==> config.mk <==
export PLATFORM = sky130hd
export DESIGN_NAME = id_issue_ctrl
export DESIGN_NICKNAME = d
export VERILOG_FILES = /design/src/rtl/id_issue_ctrl.sv
export SDC_FILE = /design/constraint.sdc
export NUM_CORES = 1
export LEC_CHECK = 0
export CORE_MARGIN = 10
export CORE_UTILIZATION = 37
export DETAILED_ROUTE_END_ITERATION = 8
export PLACE_DENSITY = 0.75
export SYNTH_ARGS = -nofsm -noshare
export SYNTH_HDL_FRONTEND = slang
export SYNTH_SLANG_ARGS = --single-unit
==> constraint.sdc <==
create_clock -name clk -period 2.34 [get_ports clk]
set_clock_uncertainty 0.05 [all_clocks]
set_input_delay 0.702 -clock clk [delete_from_list [all_inputs] [get_ports clk]]
set_output_delay 0.702 -clock clk [all_outputs]
set_load 0.03 [all_outputs]
==> src/rtl/id_issue_ctrl.sv <==
// id_issue_ctrl: latches a fetched instruction, stalls on scoreboard hazards, holds MMU requests and issues to execute
module id_issue_ctrl #(
  parameter int INSTR_W = 24,
  parameter int NREGS = 8,
  parameter int MMU_TIMEOUT = 255
) (
  input  logic               clk,
  input  logic               rst_n,
  input  logic               in_valid,
  input  logic [INSTR_W-1:0] in_instr,
  input  logic [NREGS-1:0]   in_src_mask,
  output logic               in_ready,
  output logic [INSTR_W-1:0] ds2_instr,
  input  logic               ds2_ready,
  input  logic               ds2_finished,
  input  logic               ds2_flags,
  input  logic [NREGS-1:0]   ds2_regs_set,
  output logic               mmu_req,
  output logic               issue_valid,
  input  logic               issue_ready,
  output logic [INSTR_W-1:0] issue_instr,
  input  logic               wb_valid,
  input  logic [NREGS-1:0]   wb_mask,
  input  logic               wb_flags,
  output logic [NREGS-1:0]   busy_mask,
  output logic               stall,
  output logic               retire,
  output logic               mmu_err
);
  localparam int TW = $clog2(MMU_TIMEOUT + 1);
  typedef enum logic [2:0] {IDLE, CHECK, MMU_WAIT, ISSUE, ERROR} state_t;
  state_t r_state;
  logic [INSTR_W-1:0] r_instr;
  logic [NREGS-1:0] r_src, r_busy;
  logic r_flags_busy;
  logic [TW-1:0] r_tmo;
  logic w_hazard, w_hs, w_fset, w_fclr, w_mem;
  logic [NREGS-1:0] w_set, w_clr;
  assign w_hazard = (|(r_src & r_busy)) || (|(ds2_regs_set & r_busy)) || (ds2_flags && r_flags_busy);
  assign w_hs = r_state == ISSUE && issue_ready;
  assign w_set = w_hs ? ds2_regs_set : '0;
  assign w_clr = wb_valid ? wb_mask : '0;
  assign w_fset = w_hs && ds2_flags;
  assign w_fclr = wb_valid && wb_flags;
  assign w_mem = r_instr[INSTR_W-1 -: 3] == 3'b001;
  assign in_ready = r_state == IDLE;
  assign ds2_instr = r_instr;
  assign issue_instr = r_instr;
  assign mmu_req = r_state == MMU_WAIT;
  assign issue_valid = r_state == ISSUE;
  assign mmu_err = r_state == ERROR;
  assign busy_mask = r_busy;
  assign stall = r_state == CHECK && w_hazard;
  assign retire = (r_state == CHECK && !w_hazard && ds2_finished) ||
                  (r_state == MMU_WAIT && ds2_ready && ds2_finished);
  always_ff @(posedge clk) begin
    if (!rst_n) begin
      r_state <= IDLE;
      r_instr <= '0;
      r_src <= '0;
      r_busy <= '0;
      r_flags_busy <= 1'b0;
      r_tmo <= '0;
    end else begin
      r_busy <= ((r_busy | w_set) & ~w_clr) | w_set;
      r_flags_busy <= (r_flags_busy && !w_fclr) || w_fset;
      case (r_state)
        IDLE: if (in_valid) begin
          r_instr <= in_instr;
          r_src <= in_src_mask;
          r_state <= CHECK;
        end
        CHECK: begin
          r_tmo <= '0;
          if (!w_hazard) r_state <= ds2_finished ? IDLE : (w_mem ? MMU_WAIT : ISSUE);
        end
        MMU_WAIT: begin
          if (ds2_ready) r_state <= ds2_finished ? IDLE : ISSUE;
          else if (r_tmo == TW'(MMU_TIMEOUT - 1)) r_state <= ERROR;
          else r_tmo <= r_tmo + 1'b1;
        end
        ISSUE: if (issue_ready) r_state <= IDLE;
        default: r_state <= ERROR;
      endcase
    end
  end
endmodule

==> flow_metrics.tcl, run 1 <==
set metrics [dict create \
    ir_drop_mv 0.296 \
    fraction_of_layout_instances_using_a_drive_strength_above_1_pct 14.3 \
    yosys_register_bits 52 \
    post-synth-top-area-cell "sky130_fd_sc_hd__dfxtp_1" \
    layoutNonFillerInstCount 476 \
    hold_class "register to register" \
    grt_setup_unrepaired "yes" \
    total_power_consumption_of_the_routed_design_uw 2200 \
    tritoncts "built" \
    core_sq_um 6420 \
    postSynthCellCount 293 \
    gr-total-overflow 0 \
    detail_route.iter0.violations 75 \
    grt_pass1_wl_microns 12000 \
    max_cap_viol_count 0 \
    detailroute.via_count 2333 \
    slew_headroom_pct 65.8 \
    place_hpwl_microns 5870 \
    setup_tns_ps -485 \
    wire_length_reported_by_the_detailed_router_microns 7560 \
    dieArea_sq_um 10300 \
    finish.net_count 457 \
    cp-startpoint "ds2_regs_set[6]" \
    most-common-layout-cells "sky130_fd_sc_hd__clkdlybuf4s50_1 (103), sky130_fd_sc_hd__nand2_1 (78), sky130_fd_sc_hd__dfxtp_1 (51), sky130_fd_sc_hd__a21boi_1 (33), sky130_fd_sc_hd__buf_4 (17)" \
    io_pins 119 \
    outcome "finished with violations" \
    critPathArrivalTime_ps 1970 \
    antennaDiodeCount 0 \
    synth.top_cells.by_area "sky130_fd_sc_hd__dfxtp_1 (42%), sky130_fd_sc_hd__nand2_1 (12%), sky130_fd_sc_hd__a21boi_1 (10%)" \
    power_switching_uw 714 \
    clock_power_share_pct 23.5 \
    timing.final.crit_share_pct 116 \
    clk_pin_slew_worst_paths_ps 90 \
    chipHeight_microns 102 \
    grt_max_degree 25 \
    place.detailed.instances 462 \
    row_count 29 \
    vias_per_cell 4.90 \
    drcViolationCount 0 \
    synth_top_flop_cell "sky130_fd_sc_hd__dfxtp_1" \
    synthesis.nets 352 \
    floorplan.initialDensity_pct 38.5 \
    synth_top_area_share_pct 42.1 \
    timing.critical_path.fanout_max 2 \
    report.final.hold_viol_count 0 \
    postSynth.asyncResetShare_pct 0 \
    critical_path_class "input port to primary output" \
    r2r_start "r_state[0]" \
    sequential_element_share_of_the_synthesized_area_pct 42.1 \
    route.detailed.wl_per_inst_microns 15.9 \
    max_clock_freq_mhz 368 \
    areaGrowthSynthToFinish_pct 55.7 \
    yosys.cell_types.count 42 \
    number_of_enable_flip_flop_cells_after_synthesis 0 \
    clock_buffer_count_from_cts 5 \
    cts-root-to-sink-buffers 2 \
    failed_checks "setup timing" \
    cp-end-kind "primary output" \
    dp_worst_setup_slack_ps -897 \
    postLayoutSetupSlackWorst_ps -379 \
    worstPathRequired_ps 1590 \
    finalSetupViolations 2 \
    synth_warnings 0 \
    report.final.slew_viol_count 0 \
    combinationalPowerShare_pct 31.9 \
    grt_antenna_before_repair 0 \
    fp.dieW_microns 102 \
    hold_path.startpoint "ds2_instr[20]" \
    static-leakage-power_uw 0.00144 \
    number_of_global_route_vias_before_repair 2438 \
    cts.htree.levels 2 \
    postSynthAreaPerCell_sq_um 8.43 \
    mostFrequentLayoutCell "sky130_fd_sc_hd__clkdlybuf4s50_1" \
    power.share.sequential_pct 44.6 \
    power.density_nw_per_um2 572 \
    cts.sink_count 52 \
    gpl_congestion 0.831 \
    clock_latency_on_the_worst_skew_pair_ps 300 \
    clock_tree.root_cell "sky130_fd_sc_hd__clkbuf_8" \
    post-route-min-period_ps 2720 \
    netSwitchingFraction_pct 32.4 \
    drt.antenna.violating_nets 0 \
    drt_pass1_iterations 4 \
    number_of_port_buffers 118 \
    globalRouteTotalUtil_pct 14.3 \
    internal-power_uw 1490 \
    critPathLaunchType "input port" \
    synth.cell_area_sq_um 2470 \
    worst_margin_slew_ps 512 \
]
per-stage QoR:
stage	util (%)	hold WS [ps]	cell area, sq um
after global routing	59.9	452	3850
after floorplan	-	382	2500
after CTS	59.0	429	3790
final	59.9	425	3850
after global placement	57.3	395	3680
after detailed placement	57.3	414	3680
what timing repair did:
action,4_1_cts,5_1_grt
gates cloned,0,1
pin swaps,12,14
hold buffers,0,0
setup endpoints to repair,5,3
buffers inserted,3,3
gates resized for setup,46,12
per-layer routing:
layer	wire length, microns	global-route usage (%)	part of all wire [%]	up-vias
li1	-	-	-	1176
met1	2990	15.1	40	1077
met2	3750	25.0	50	77
met3	793	6.94	10	3
met4	24	3.41	0.32	0
met5	0	0	0	-
state kept, by name, indices dropped and copies added, names as in the netlist:
signal	flops
r_state	3
r_src	8
r_tmo	8
ds2_instr	24
busy_mask	8
r_flags_busy	1
critical path, cell delays in order:
cell and delay, ps:
sky130_fd_sc_hd__buf_6 90, sky130_fd_sc_hd__o21ai_2 110, sky130_fd_sc_hd__nand4_1 150, sky130_fd_sc_hd__or4b_4 590, sky130_fd_sc_hd__a21boi_4 170, sky130_fd_sc_hd__buf_6 140
Yosys cell counts (2+ instances only):
cell type / count
sky130_fd_sc_hd__a22oi_1: 9
sky130_fd_sc_hd__ha_1: 2
sky130_fd_sc_hd__xor2_1: 4
sky130_fd_sc_hd__buf_2: 4
sky130_fd_sc_hd__clkbuf_1: 10
sky130_fd_sc_hd__nand4_1: 3
sky130_fd_sc_hd__nor2_1: 10
sky130_fd_sc_hd__nand3_1: 2
sky130_fd_sc_hd__nor2b_1: 10
sky130_fd_sc_hd__o21a_1: 3
sky130_fd_sc_hd__or4b_4: 2
sky130_fd_sc_hd__o21ai_0: 11
sky130_fd_sc_hd__nor2_2: 2
sky130_fd_sc_hd__and2_1: 2
sky130_fd_sc_hd__a21oi_1: 2
sky130_fd_sc_hd__a21boi_1: 34
sky130_fd_sc_hd__inv_1: 2
sky130_fd_sc_hd__nor3b_1: 4
sky130_fd_sc_hd__nand2_1: 78
sky130_fd_sc_hd__xnor2_1: 2
sky130_fd_sc_hd__dfxtp_1: 52
sky130_fd_sc_hd__buf_4: 25
logic make-up after synthesis:
group	Yosys count	synth area share, %
AND/OR/NAND/NOR	121	22.8
buffers and inverters	43	10.5
AO/OA/AOI/OAI	69	21.4
flip-flops	52	42.1
adder cells (fa/ha/maj)	2	1.01
XOR/XNOR	6	2.13
cell type report:
type / count / area (sq um)
clock inverters: 2 / 16.3
repair buffers: 137 / 1370
well taps: 77 / 96.3
clock buffers: 6 / 72.6
multi-input cells: 199 / 1240
flip-flops and latches: 52 / 1040
fillers: 569 / 2570
inverters: 3 / 11.3
path summary, 6_finish.rpt:
check                       end  slack, ps  cells past startpoint
setup / recovery         retire       -380                      6
hold / removal    ds2_instr[20]        420                      2
setup reg to reg       r_tmo[7]        410                      6
hold reg to reg   ds2_instr[20]        420                      2
power groups by stage:
stage / Combinational, uW / Clock, uW / Sequential [uW]
6_report: 702 / 517 / 983
5_1_grt: 752 / 562 / 991
4_1_cts: 703 / 525 / 982
3_5_place_dp: 699 / 0 / 1000
3_3_place_gp: 692 / 0 / 999
2_1_floorplan: 327 / 0 / 1070
(Power assumes the default switching activity.)
==> run 2, diff against run 1 <==
--- a/config.mk
+++ b/config.mk
@@ -12,3 +12,4 @@
 export SYNTH_ARGS = -nofsm -noshare
 export SYNTH_HDL_FRONTEND = slang
 export SYNTH_SLANG_ARGS = --single-unit
+export TNS_END_PERCENT = 100
==> results of run 2 <==
No change in the layout: final DEF, timing and power equal those of run 1.
